`src/rtl/cpu_sequencer.sv`:
```
// -----------------------------------------------------------------------------
// cpu_sequencer
//
// Multi-cycle control unit for the 8-bit CPU core. Each instruction passes
// through the phases FETCH -> DECODE -> EXEC -> WB.
//
//  * FETCH reads a 16-bit word from instruction memory over a req/ack
//    handshake. The word is latched into the instruction register (ir) and the
//    program counter advances.
//  * The register-file write strobe is asserted in WB only, so each
//    instruction writes the register file at most once.
//  * A halt request stops the core at the next instruction boundary. An
//    instruction that is already in flight always completes before the halt.
//
// Ports
//  clk, rst       clock; synchronous active-high reset
//  run            level: start or continue execution (checked in IDLE and WB)
//  halt_req       request a stop at the next instruction boundary
//  imem_req       fetch request, held high for the whole FETCH phase
//  imem_addr      fetch address, always equal to pc
//  imem_ack       fetch data valid this cycle (used only in FETCH)
//  imem_rdata     fetched instruction word
//  ir             current instruction, drives the decoder
//  dec_we         decoder write enable for the current instruction
//  rf_we          register-file write strobe (WB only)
//  pc             address of the next fetch
//  state          IDLE=0 FETCH=1 DECODE=2 EXEC=3 WB=4 HALT=5
//  busy           executing (not IDLE and not HALT)
//  halted         sitting in HALT
//  retired        count of instructions completed since reset (wraps)
// -----------------------------------------------------------------------------
module cpu_sequencer #(
  parameter int PC_W  = 8,
  parameter int CNT_W = 16
) (
  input  logic             clk,
  input  logic             rst,
  input  logic             run,
  input  logic             halt_req,
  output logic             imem_req,
  output logic [PC_W-1:0]  imem_addr,
  input  logic             imem_ack,
  input  logic [15:0]      imem_rdata,
  output logic [15:0]      ir,
  input  logic             dec_we,
  output logic             rf_we,
  output logic [PC_W-1:0]  pc,
  output logic [2:0]       state,
  output logic             busy,
  output logic             halted,
  output logic [CNT_W-1:0] retired
);

  typedef enum logic [2:0] {
    S_IDLE   = 3'd0,
    S_FETCH  = 3'd1,
    S_DECODE = 3'd2,
    S_EXEC   = 3'd3,
    S_WB     = 3'd4,
    S_HALT   = 3'd5
  } state_t;

  state_t            state_q, state_d;
  logic [PC_W-1:0]   pc_q, pc_d;
  logic [15:0]       ir_q, ir_d;
  logic [CNT_W-1:0]  retired_q, retired_d;
  logic              halt_pend_q, halt_pend_d;
  logic              imem_req_q, imem_req_d;
  logic              busy_q, busy_d;
  logic              halted_q, halted_d;

  // Next-state logic. The status outputs are derived from state_d so that
  // their registered copies track state_q exactly. In particular, imem_req
  // drops in the cycle after the ack.
  always_comb begin
    state_d     = state_q;
    pc_d        = pc_q;
    ir_d        = ir_q;
    retired_d   = retired_q;
    halt_pend_d = halt_pend_q;

    case (state_q)
      S_IDLE: begin
        if (run) state_d = S_FETCH;
      end
      S_FETCH: begin
        if (halt_req) halt_pend_d = 1'b1;
        // An ack in the first FETCH cycle is legal (zero-wait memory).
        if (imem_ack) begin
          ir_d    = imem_rdata;
          pc_d    = pc_q + PC_W'(1);
          state_d = S_DECODE;
        end
      end
      S_DECODE: begin
        if (halt_req) halt_pend_d = 1'b1;
        state_d = S_EXEC;
      end
      S_EXEC: begin
        if (halt_req) halt_pend_d = 1'b1;
        state_d = S_WB;
      end
      S_WB: begin
        retired_d = retired_q + CNT_W'(1);
        // A halt request that arrives in WB itself also counts, so this is
        // the only point where the core can stop.
        if (halt_pend_q || halt_req) begin
          state_d     = S_HALT;
          halt_pend_d = 1'b0;
        end else if (run) begin
          state_d = S_FETCH;
        end else begin
          state_d = S_IDLE;
        end
      end
      S_HALT: begin
        if (!run) state_d = S_IDLE;
      end
      default: state_d = S_IDLE;
    endcase

    imem_req_d = (state_d == S_FETCH);
    busy_d     = (state_d == S_FETCH) || (state_d == S_DECODE) ||
                 (state_d == S_EXEC)  || (state_d == S_WB);
    halted_d   = (state_d == S_HALT);
  end

  // State register. Reset takes priority over everything, which also drops
  // any fetch that is in flight.
  always_ff @(posedge clk) begin
    if (rst) begin
      state_q     <= S_IDLE;
      pc_q        <= '0;
      ir_q        <= '0;
      retired_q   <= '0;
      halt_pend_q <= 1'b0;
      imem_req_q  <= 1'b0;
      busy_q      <= 1'b0;
      halted_q    <= 1'b0;
    end else begin
      state_q     <= state_d;
      pc_q        <= pc_d;
      ir_q        <= ir_d;
      retired_q   <= retired_d;
      halt_pend_q <= halt_pend_d;
      imem_req_q  <= imem_req_d;
      busy_q      <= busy_d;
      halted_q    <= halted_d;
    end
  end

  // The write strobe passes the decoder's enable straight through, but only
  // while the core is in WB.
  assign rf_we     = (state_q == S_WB) && dec_we;

  assign imem_req  = imem_req_q;
  assign imem_addr = pc_q;
  assign pc        = pc_q;
  assign ir        = ir_q;
  assign state     = state_q;
  assign busy      = busy_q;
  assign halted    = halted_q;
  assign retired   = retired_q;

endmodule

```
`config.mk`:
```
export PLATFORM = sky130hd
export DESIGN_NAME = cpu_sequencer
export DESIGN_NICKNAME = d
export VERILOG_FILES = /design/src/rtl/cpu_sequencer.sv
export SDC_FILE = /design/constraint.sdc
export NUM_CORES = 1
export LEC_CHECK = 0
export BUFFER_PORTS_ARGS = -buffer_cell sky130_fd_sc_hd__buf_2
export CORE_ASPECT_RATIO = 0.5
export CORE_MARGIN = 4
export CORE_UTILIZATION = 52
export DETAILED_ROUTE_END_ITERATION = 16
export PLACE_DENSITY = 0.84
export SLEW_MARGIN = 20
export SYNTH_ARGS = -nofsm -noshare
export SYNTH_HDL_FRONTEND = slang
export SYNTH_SLANG_ARGS = --single-unit
```
`constraint.sdc`:
```
create_clock -name clk -period 5.59 [get_ports clk]
set_clock_uncertainty 0.2 [all_clocks]
set_input_delay 0 -clock clk [delete_from_list [all_inputs] [get_ports clk]]
set_output_delay 0 -clock clk [all_outputs]
set_load 0.01 [all_outputs]
```
Word-level counts from Yosys, hierarchy flattened. Index checks and enable logic that the tools add are counted.

Add/subtract/negate cells: 2. Equality and inequality tests: 12. Muxes and demuxes: 9. Reduce and logical (&&, ||, !) cells: 10.

Operator list (count): $pmux W3 S6 (1); $add A16 B1 Y16 const B (1); $eq A3 B2 Y1 const B (4); $eq A3 B3 Y1 const B (4); $mux W3 (4); $add A8 B1 Y8 const B (1); $eq A3 B1 Y1 const B (2); $logic_or A1 B1 Y1 (4); $logic_not A3 Y1 (1); $mux W1 (3); $reduce_and A3 Y1 (1); $reduce_or A3 Y1 (1); $ne A2 B1 Y1 const B (1); $ne A2 B2 Y1 const B (1); $pmux W1 S2 (1); $reduce_and A2 Y1 (1); $reduce_bool A2 Y1 (1); $logic_and A1 B1 Y1 (1).

Bits in registers: 47. Input bits: 22. Output and inout port bits: 55. Word-level logic and storage cells: 41.

Longest topological paths before layout. Gate-level depths: netlist (run 1).

Depth in word-level cells: 7. Gate-level depth with buffers: 6. Mapped depth without buffers: 5.

Worst setup path before layout (run 1). Ideal clock, no wire load.

Kind: flip-flop to flip-flop. From: register retired_q[0], in the netlist retired[0]. To: register retired_q[10], in the netlist retired[10]. Setup time: 0.121 ns. Arrival: 1.598 ns. Required time: 5.269 ns. Slack: 3.671 ns. Stages on the path, launching flop included: 7. Buffers on the path: 1. Period minus slack after synthesis: 1.919 ns. Cell sequence: dfxtp_1 ha_1 nor4bb_1 clkbuf_1 nand3_1 nor3_1 mux2_2.

Word-level cells in the longest chain between the ends: 1.

Ends and longest elaborated chain: from (decl) (line 66) `logic [CNT_W-1:0] retired_q, retired_d;`; from (signal assigned) (line 144) `retired_q <= retired_d;`; $add A16 B1 Y16 (line 104) `retired_d = retired_q + CNT_W'(1);`.

No other way between the ends. A chain may end at the register's enable or synchronous reset.

Worst setup path in the final report (run 1).
From: register state_q[2], in the netlist state[2]. To: register retired_q[14], in the netlist retired[14].

Word-level cells in the longest chain between the ends: 1.

Ends and longest elaborated chain: from (decl) (line 63) `state_t state_q, state_d;`; from (signal assigned) (line 141) `state_q <= state_d;`; $eq A3 B3 Y1 (line 82) `case (state_q)`.

No other way between the ends.

==> results of run 1 <==
## flip-flops by register name, summed over array words and instances (netlist names)
name / cells
busy: 1
state: 3
ir: 16
imem_addr: 8
halt_pend_q: 1
halted: 1
retired: 16
imem_req: 1
## power by group through the flow
stage / registers, mW / clock network, mW / logic [mW]
2_1_floorplan: 0.362 / 0 / 0.0315
3_3_place_gp: 0.360 / 0 / 0.0514
3_5_place_dp: 0.361 / 0 / 0.0530
4_1_cts: 0.353 / 0.248 / 0.0630
5_1_grt: 0.355 / 0.257 / 0.0703
6_report: 0.353 / 0.240 / 0.0637
## worst paths after layout
| path | slack (ps) | depth (start not counted) | to | start |
|---|---|---|---|---|
| hold reg to reg | 260 | 2 | ir[9]$_SDFFE_PP0P_ | ir[9]$_SDFFE_PP0P_ |
| hold / removal | 70 | 2 | retired[9]$_SDFFE_PP0N_ | rst |
| setup reg to reg | 3020 | 4 | retired[14]$_SDFFE_PP0N_ | state[2]$_SDFF_PP0_ |
| setup / recovery | 3020 | 4 | retired[14]$_SDFFE_PP0N_ | state[2]$_SDFF_PP0_ |
## repair_timing
item / 4_1_cts / 5_1_grt
hold endpoints to repair: 23 / 0
gates resized for setup: 0 / 0
hold buffers: 19 / 0
## worst reg2reg max path: cells and delay by family (launching register included)
family | cells | cell delay, ps
AOI/OAI and AO/OA | 1 | 160
DFF | 1 | 590
and+or+nand+nor | 3 | 1540
## cell families (layout without fill, tap and decap cells)
| logic type | Yosys count | count (layout) | synth area share [%] |
|---|---|---|---|
| adders and majority gates | 2 | 2 | 1.23 |
| AOI/OAI and AO/OA | 35 | 35 | 9.57 |
| xor gates and xnor gates | 17 | 17 | 7.30 |
| buffers and inverters | 28 | 108 | 6.81 |
| and+or+nand+nor | 110 | 110 | 27.9 |
| muxes | 2 | 2 | 1.04 |
| DFF | 47 | 47 | 46.1 |
## layer usage
layer,vias up,share of wire (%)
li1,963,-
met1,894,40
met2,55,52
met3,7,6.4
met4,0,1.4
met5,-,0
## through the flow
step | std cells | setup slack [ps]
6_report | 372 | 3020
3_3_place_gp | 346 | 3230
2_1_floorplan | 241 | 3670
4_1_cts | 372 | 3080
5_1_grt | 372 | 2880
3_5_place_dp | 346 | 3120
## final cells by class
cell class	count	area (um^2)
clock inverter	2	37.5
fill	277	940
multi-input combinational	166	960
timing repair buffer	95	571
clock buffer	5	68.8
tap	51	63.8
sequential	47	941
inverter	6	22.5
## placed cells by master (no fill, tap or decap), types with 2 or more instances in the layout
| master | count |
|---|---|
| buf_2 | 76 |
| dfxtp_1 | 47 |
| nand2_1 | 42 |
| a21oi_1 | 27 |
| nor2_1 | 24 |
| dlygate4sd3_1 | 19 |
| xnor2_1 | 9 |
| nor3_1 | 8 |
| xor2_1 | 8 |
| nand4_1 | 7 |
| nand3_1 | 6 |
| inv_1 | 6 |
| clkbuf_8 | 5 |
| nor4_1 | 4 |
| nor2b_1 | 3 |
| and3_1 | 2 |
| o21ai_0 | 2 |
| or3_1 | 2 |
| ha_1 | 2 |
==> key figures, run 1 <==
Timing
  – Final hold vios: 0
  – Highest clock rate: 0.389 GHz
  – Final TNS setup: 0 ps
  – Final setup fails: 0
  – Max-slew headroom: 33.6%
  – Slew Limit Fails: 0
  – RSZ-0062 raised after global routing: false
  – Tmin final: 2570 ps
  – Ratio of final minimum period to clock period: 45.9%
  – Hold slack: 71.8 ps
  – Slew @ Worst Pin: 982 ps

Job
  – Max Cap Viol: 0

Routing
  – Via/cell ratio: 5.16
  – Residual DRC count: 0
  – Initial DRC count: 57
  – DRT Pass-1 Iters: 4
  – Avg WL per Cell: 13.6 um
  – Total Wirelength: 5.05 mm
  – Via count: 1,919
  – Antenna-violating nets left: 0

Worst setup path
  – CP max stage delay: 910 ps
  – Slowest cell on the critical path: nor4bb_1
  – CP max FO: 15
  – Startpoint types: flop
  – CP Capture Type: flop
  – Kind of critical path: flop to flop
  – CP Buf/Inv Count: 0
  – Crit path cell chain: nor4bb_1, nand2_1, or3_1, a21oi_1
  – Req. time, crit path: 5600 ps
  – Crit path DAT: 2580 ps
  – Cell family with most CP delay: simple AND/OR/NAND/NOR gates

Synthesis
  – Register area share after synthesis: 46.1%
  – Area contributors post-synth: dfxtp_1 (46%), nand2_1 (7.7%), a21oi_1 (6.6%), nor2_1 (4.4%), xnor2_1 (3.9%)
  – Top post-synthesis cells by count: dfxtp_1 (47), nand2_1 (42), a21oi_1 (27)
  – Synth top area share: 46.1%
  – Cell taking the most area after synthesis: dfxtp_1
  – Mapped cell area: 0.00204 mm^2
  – Synthesized flop and latch total: 47
  – Top-count cell post-synth: dfxtp_1
  – Post-synth top flop: dfxtp_1
  – Number of flops mapped to enable cells by yosys: 0
  – Mapped Nets: 265
  – Syn. warnings: 0
  – Distinct cell type count after synthesis: 40
  – Syn Area/Cell: 8.46 um^2
  – FFs w/ async S/R, synth: 0%
  – Synth Instances: 241

Global route
  – GRT Util Overall: 21.0%
  – First-pass GRT wire length: 8.17 mm
  – Met1 Track Usage GR: 22.3%
  – Grt total ovfl: 0
  – Antenna violations before repair: 0
  – Global routing's busiest layer: met2
  – Met3 track demand over resource: 6.89%
  – GRT met2 Usage: 39.6%
  – Largest net degree at the start of global routing: 48
  – Number of global-route vias before repair: 1,796

Clock network
  – Post CTS Setup Buffer Count: 0
  – CTS max path bufs: 2
  – CTS Buf Count: 5
  – CTS tree: done
  – Clock sinks: 47
  – Later-pin clock latency in the skew report: 290 ps
  – Root Driver: clkbuf_8
  – CTS H-tree lvls: 2
  – Clk slew on worst S/H paths: 90 ps

Die
  – DIE HEIGHT: 52.3 um
  – Die width: 96.6 um
  – I/O Pins: 77
  – Core Area: 0.00360 mm^2
  – Rows: 15
  – DIE AREA: 0.00505 mm^2
  – Initial Util: 56.6%

Power and ir drop
  – Total power: 0.657 mW
  – Pint: 0.505 mW
  – Max IR drop VDD: 0.000168 V
  – Sw Share: 23.1%
  – Clock power frac: 36.6%
  – Static leakage: 1.20 nW
  – Switch Pwr: 0.152 mW
  – Seq pwr share: 53.7%
  – Logic pwr share: 9.7%
  – PwrDens: 247 mW/mm^2

Finish
  – Diode count: 0
  – Nets: 345
  – Layout cells sized above 1: 28.7%
  – Layout Utilization: 73.9%
  – Final Cell Area: 0.00266 mm^2
  – Area grow syn2layout: 30.6%

Place
  – Placer Congestion: 0.775
  – DP Wirelength: 3.28 mm
  – Port Buffer Count: 76
  – Post-Place Cell Area: 0.00237 mm^2

Worst hold path
  – Hold crit path type: primary input to flop

Outcome
  – Status: finished, final reports clean
No activity file was read; power rests on OpenSTA's default activity.
==> inputs of run 2 (changes only) <==
Settings changed: ABC_AREA set to 1, CORE_UTILIZATION 52 to 49, PLACE_DENSITY 0.84 to 0.79.
Clock period 5.59 ns to 2.4 ns, I/O delays scaled along.
==> run 2 against run 1 <==
Non-clock buffer count increased by 4. Total power increased to 2.7 times the previous value. Via count increased by 16%. Critical endpoint is now imem_req$_SDFF_PP0_.
==> key figures, run 2 <==
Outcome
  – Status: finished, final reports clean

Synthesis
  – Area contributors post-synth: dfxtp_1 (42%), nor2_1 (12%), nand2_1 (10%), o21ai_0 (6.6%), inv_1 (4.7%)
  – Post-synth top flop: dfxtp_1
  – Synth Instances: 312 (+29%)
  – Compound-Gate Fraction of Synth Area: 11.0% (+1.4 points)
  – Distinct cell type count after synthesis: 32 (-20%)
  – Top post-synthesis cells by count: nor2_1 (73), nand2_1 (60), dfxtp_1 (47)
  – XOR/XNOR Fraction of Synth Area: 0.395% (-6.9 points)
  – Synth Area in Adders: 1.13% (-0.097 points)
  – Cell taking the most area after synthesis: dfxtp_1
  – Post-synthesis mux area share: 0% (-1.0 points)
  – Top-count cell post-synth: nor2_1
  – Synthesized flop and latch total: 47 (unchanged)
  – Mapped cell area: 0.00221 mm^2 (+8.6%)
  – FFs w/ async S/R, synth: 0% (unchanged)
  – Mapped Nets: 336 (+27%)
  – Synth top area share: 42.5% (-3.6 points)
  – Combinational family with the most area after synthesis: simple AND/OR/NAND/NOR gates
  – Post-Synth Simple-Gate Area: 34.2% (+6.3 points)
  – Syn. warnings: 0 (unchanged)
  – Syn Area/Cell: 7.10 um^2 (-16%)
  – Register area share after synthesis: 42.5% (-3.6 points)
  – Number of flops mapped to enable cells by yosys: 0 (unchanged)

Die
  – Rows: 16 (+1)
  – Core Area: 0.00412 mm^2 (+14%)
  – Initial Util: 53.7% (-2.9 points)
  – DIE AREA: 0.00572 mm^2 (+13%)
  – I/O Pins: 77 (unchanged)
  – Die width: 103 um (+6.7%)
  – DIE HEIGHT: 55.5 um (+6.2%)

Finish
  – Diode count: 0 (unchanged)
  – Most frequent cells in the layout: buf_2 (76), nor2_1 (73), nand2_1 (60)
  – Commonest non-fill, non-tap cell in the layout: buf_2
  – Nets: 425 (+23%)
  – Layout cells sized above 1: 26.1% (-2.5 points)
  – Area grow syn2layout: 31.4%
  – # fillers: 339 (+22%)

Worst hold path
  – Cells on Worst Hold Path: 4 (+2)
  – Hold Crit Start: dec_we
  – WHS Endpoint: rf_we
  – Hold crit path type: primary input to output port

Timing
  – Final TNS setup: 0 ps (unchanged)
  – RSZ-0062 raised after global routing: false
  – Slew @ Worst Pin: 761 ps (-221 ps)
  – Slew Limit Fails: 0 (unchanged)
  – Final hold vios: 0 (unchanged)
  – Tmin final: 2060 ps (-505 ps)
  – Ratio of final minimum period to clock period: 86.0% (+40 points)
  – Max-slew headroom: 49.2% (+16 points)
  – Highest clock rate: 0.485 GHz (+24%)
  – Final setup fails: 0 (unchanged)
  – Hold slack: 99.1 ps (+27.3 ps)

Routing
  – Initial DRC count: 50 (-12%)
  – Via/cell ratio: 4.87 (-5.5%)
  – Via count: 2,222 (+16%)
  – Total Wirelength: 5.17 mm (+2.4%)
  – Antenna-violating nets left: 0 (unchanged)
  – Avg WL per Cell: 11.3 um (-16%)
  – Residual DRC count: 0 (unchanged)
  – DRT Pass-1 Iters: 5 (+1)

Global route
  – First-pass GRT wire length: 8.68 mm (+6.3%)
  – Grt total ovfl: 0 (unchanged)
  – Number of global-route vias before repair: 2,054 (+14%)
  – Largest net degree at the start of global routing: 31 (-35%)
  – Antenna violations before repair: 0 (unchanged)
  – GRT Util Overall: 18.5% (-2.5 points)

Worst setup path
  – Worst r2r dst: imem_req$_SDFF_PP0_
  – Startpoint types: flop
  – R2R Setup Slk: 340 ps (-2690 ps)
  – CP Capture Type: flop
  – Req. time, crit path: 2440 ps (-3160 ps)
  – Crit path DAT: 2110 ps (-470 ps)
  – Worst r2r path cells: 9 (+5)
  – Kind of critical path: flop to flop
  – FF-to-FF Start: state[2]$_SDFF_PP0_
  – CP max FO: 9 (-6)

Clock network
  – CTS max path bufs: 2 (unchanged)
  – Root Driver: clkbuf_8
  – Post CTS Setup Buffer Count: 0 (unchanged)
  – CTS H-tree lvls: 2 (unchanged)
  – Later-pin clock latency in the skew report: 310 ps (+20 ps)
  – Clock sinks: 47 (unchanged)
  – CTS Buf Count: 5 (unchanged)
  – Clk slew on worst S/H paths: 90 ps (about the same)
  – CTS tree: done

Power and ir drop
  – Pint: 1.33 mW (+160%)
  – Seq pwr share: 47.6% (-6.1 points)
  – Sw Share: 24.1% (+0.98 points)
  – Switch Pwr: 0.423 mW (+180%)
  – PwrDens: 603 mW/mm^2 (+140%)
  – Max IR drop VDD: 0.000341 V (+100%)
  – Clock power frac: 40.1% (+3.5 points)
  – Logic pwr share: 12.3% (+2.6 points)
  – Static leakage: 1.43 nW (+19%)

Place
  – Port Buffer Count: 76 (unchanged)
  – DP Wirelength: 3.72 mm (+13%)
  – Placer Congestion: 0.867 (+12%)

Job
  – Max Cap Viol: 0 (unchanged)
-- run 2: cell types whose count changed after synthesis, moves of 6 or more --
cell	delta
clkbuf_1	-6
nand2_1	+18
inv_1	+22
xor2_1	-7
a21oi_1	-14
o21ai_0	+27
nand3_1	+7
xnor2_1	-9
nor2_1	+49
-- run 2: critical path, stage by stage, from the launching register on --
cell and delay [ps]:
dfxtp_1 440, inv_2 140, nor2_8 200, o21ai_2 80
nand2_1 60, dlygate4sd3_1 540, inv_1 70, nand2_1 90
nand2_1 80, nor3_2 100
-- run 2: layout make-up --
type	instances	area [um^2]	share of cell area [%]
inverter	32	120	4.13
timing repair buffer	99	606	20.8
clock buffer	5	68.8	2.37
clock inverter	3	71.3	2.45
multi-input combinational	216	1030	35.6
sequential	47	941	32.3
tap	54	67.6	2.32
-- run 2: worst max-delay path by stage --
stage,from,endpoint
final,state[2]$_SDFF_PP0_,imem_req$_SDFF_PP0_
after floorplan,retired[0]$_SDFFE_PP0N_,retired[12]$_SDFFE_PP0N_
after detailed placement,state[0]$_SDFF_PP0_,imem_addr[5]$_SDFFE_PP0P_
after global routing,state[0]$_SDFF_PP0_,imem_addr[5]$_SDFFE_PP0P_
after CTS,state[2]$_SDFF_PP0_,imem_req$_SDFF_PP0_
after global placement,state[0]$_SDFF_PP0_,imem_addr[5]$_SDFFE_PP0P_
-- run 2: cell families after synthesis --
family | after synthesis
AO/OA/AOI/OAI | 47
buffers and inverters | 49
adder cells (fa/ha/maj) | 2
AND/OR/NAND/NOR | 166
XOR/XNOR | 1
flip-flops | 47
-- run 2: stage by stage --
stage | instance area [um^2] | setup slack (ps) | total power [mW] | util (%) | std cells
floorplan | 2210 | 853 | 0.979 | - | 312
global placement | 2560 | 514 | 1.04 | 62.0 | 427
detailed placement | 2560 | 468 | 1.04 | 62.0 | 427
CTS | 2910 | 330 | 1.78 | 70.5 | 456
global route | 2910 | 142 | 1.82 | 70.5 | 456
finish | 2910 | 337 | 1.76 | 70.5 | 456
-- run 2: layer usage --
metal	vias up	global-route usage, %	wire, um
li1	1153	-	-
met1	1004	20.5	2180
met2	59	34.4	2670
met3	6	5.15	287
met4	0	4.43	40
met5	-	0	0
-- run 2: what timing repair did --
item	CTS	global route
hold buffers	21	0
endpoints found under the hold margin	30	0
gates resized for setup	0	0
-- run 2: power groups by stage --
stage	sequential [mW]	combinational, mW	clock [mW]
finish	0.835	0.216	0.705
global route	0.839	0.242	0.742
CTS	0.835	0.216	0.730
detailed placement	0.853	0.191	0
global placement	0.851	0.187	0
floorplan	0.868	0.111	0
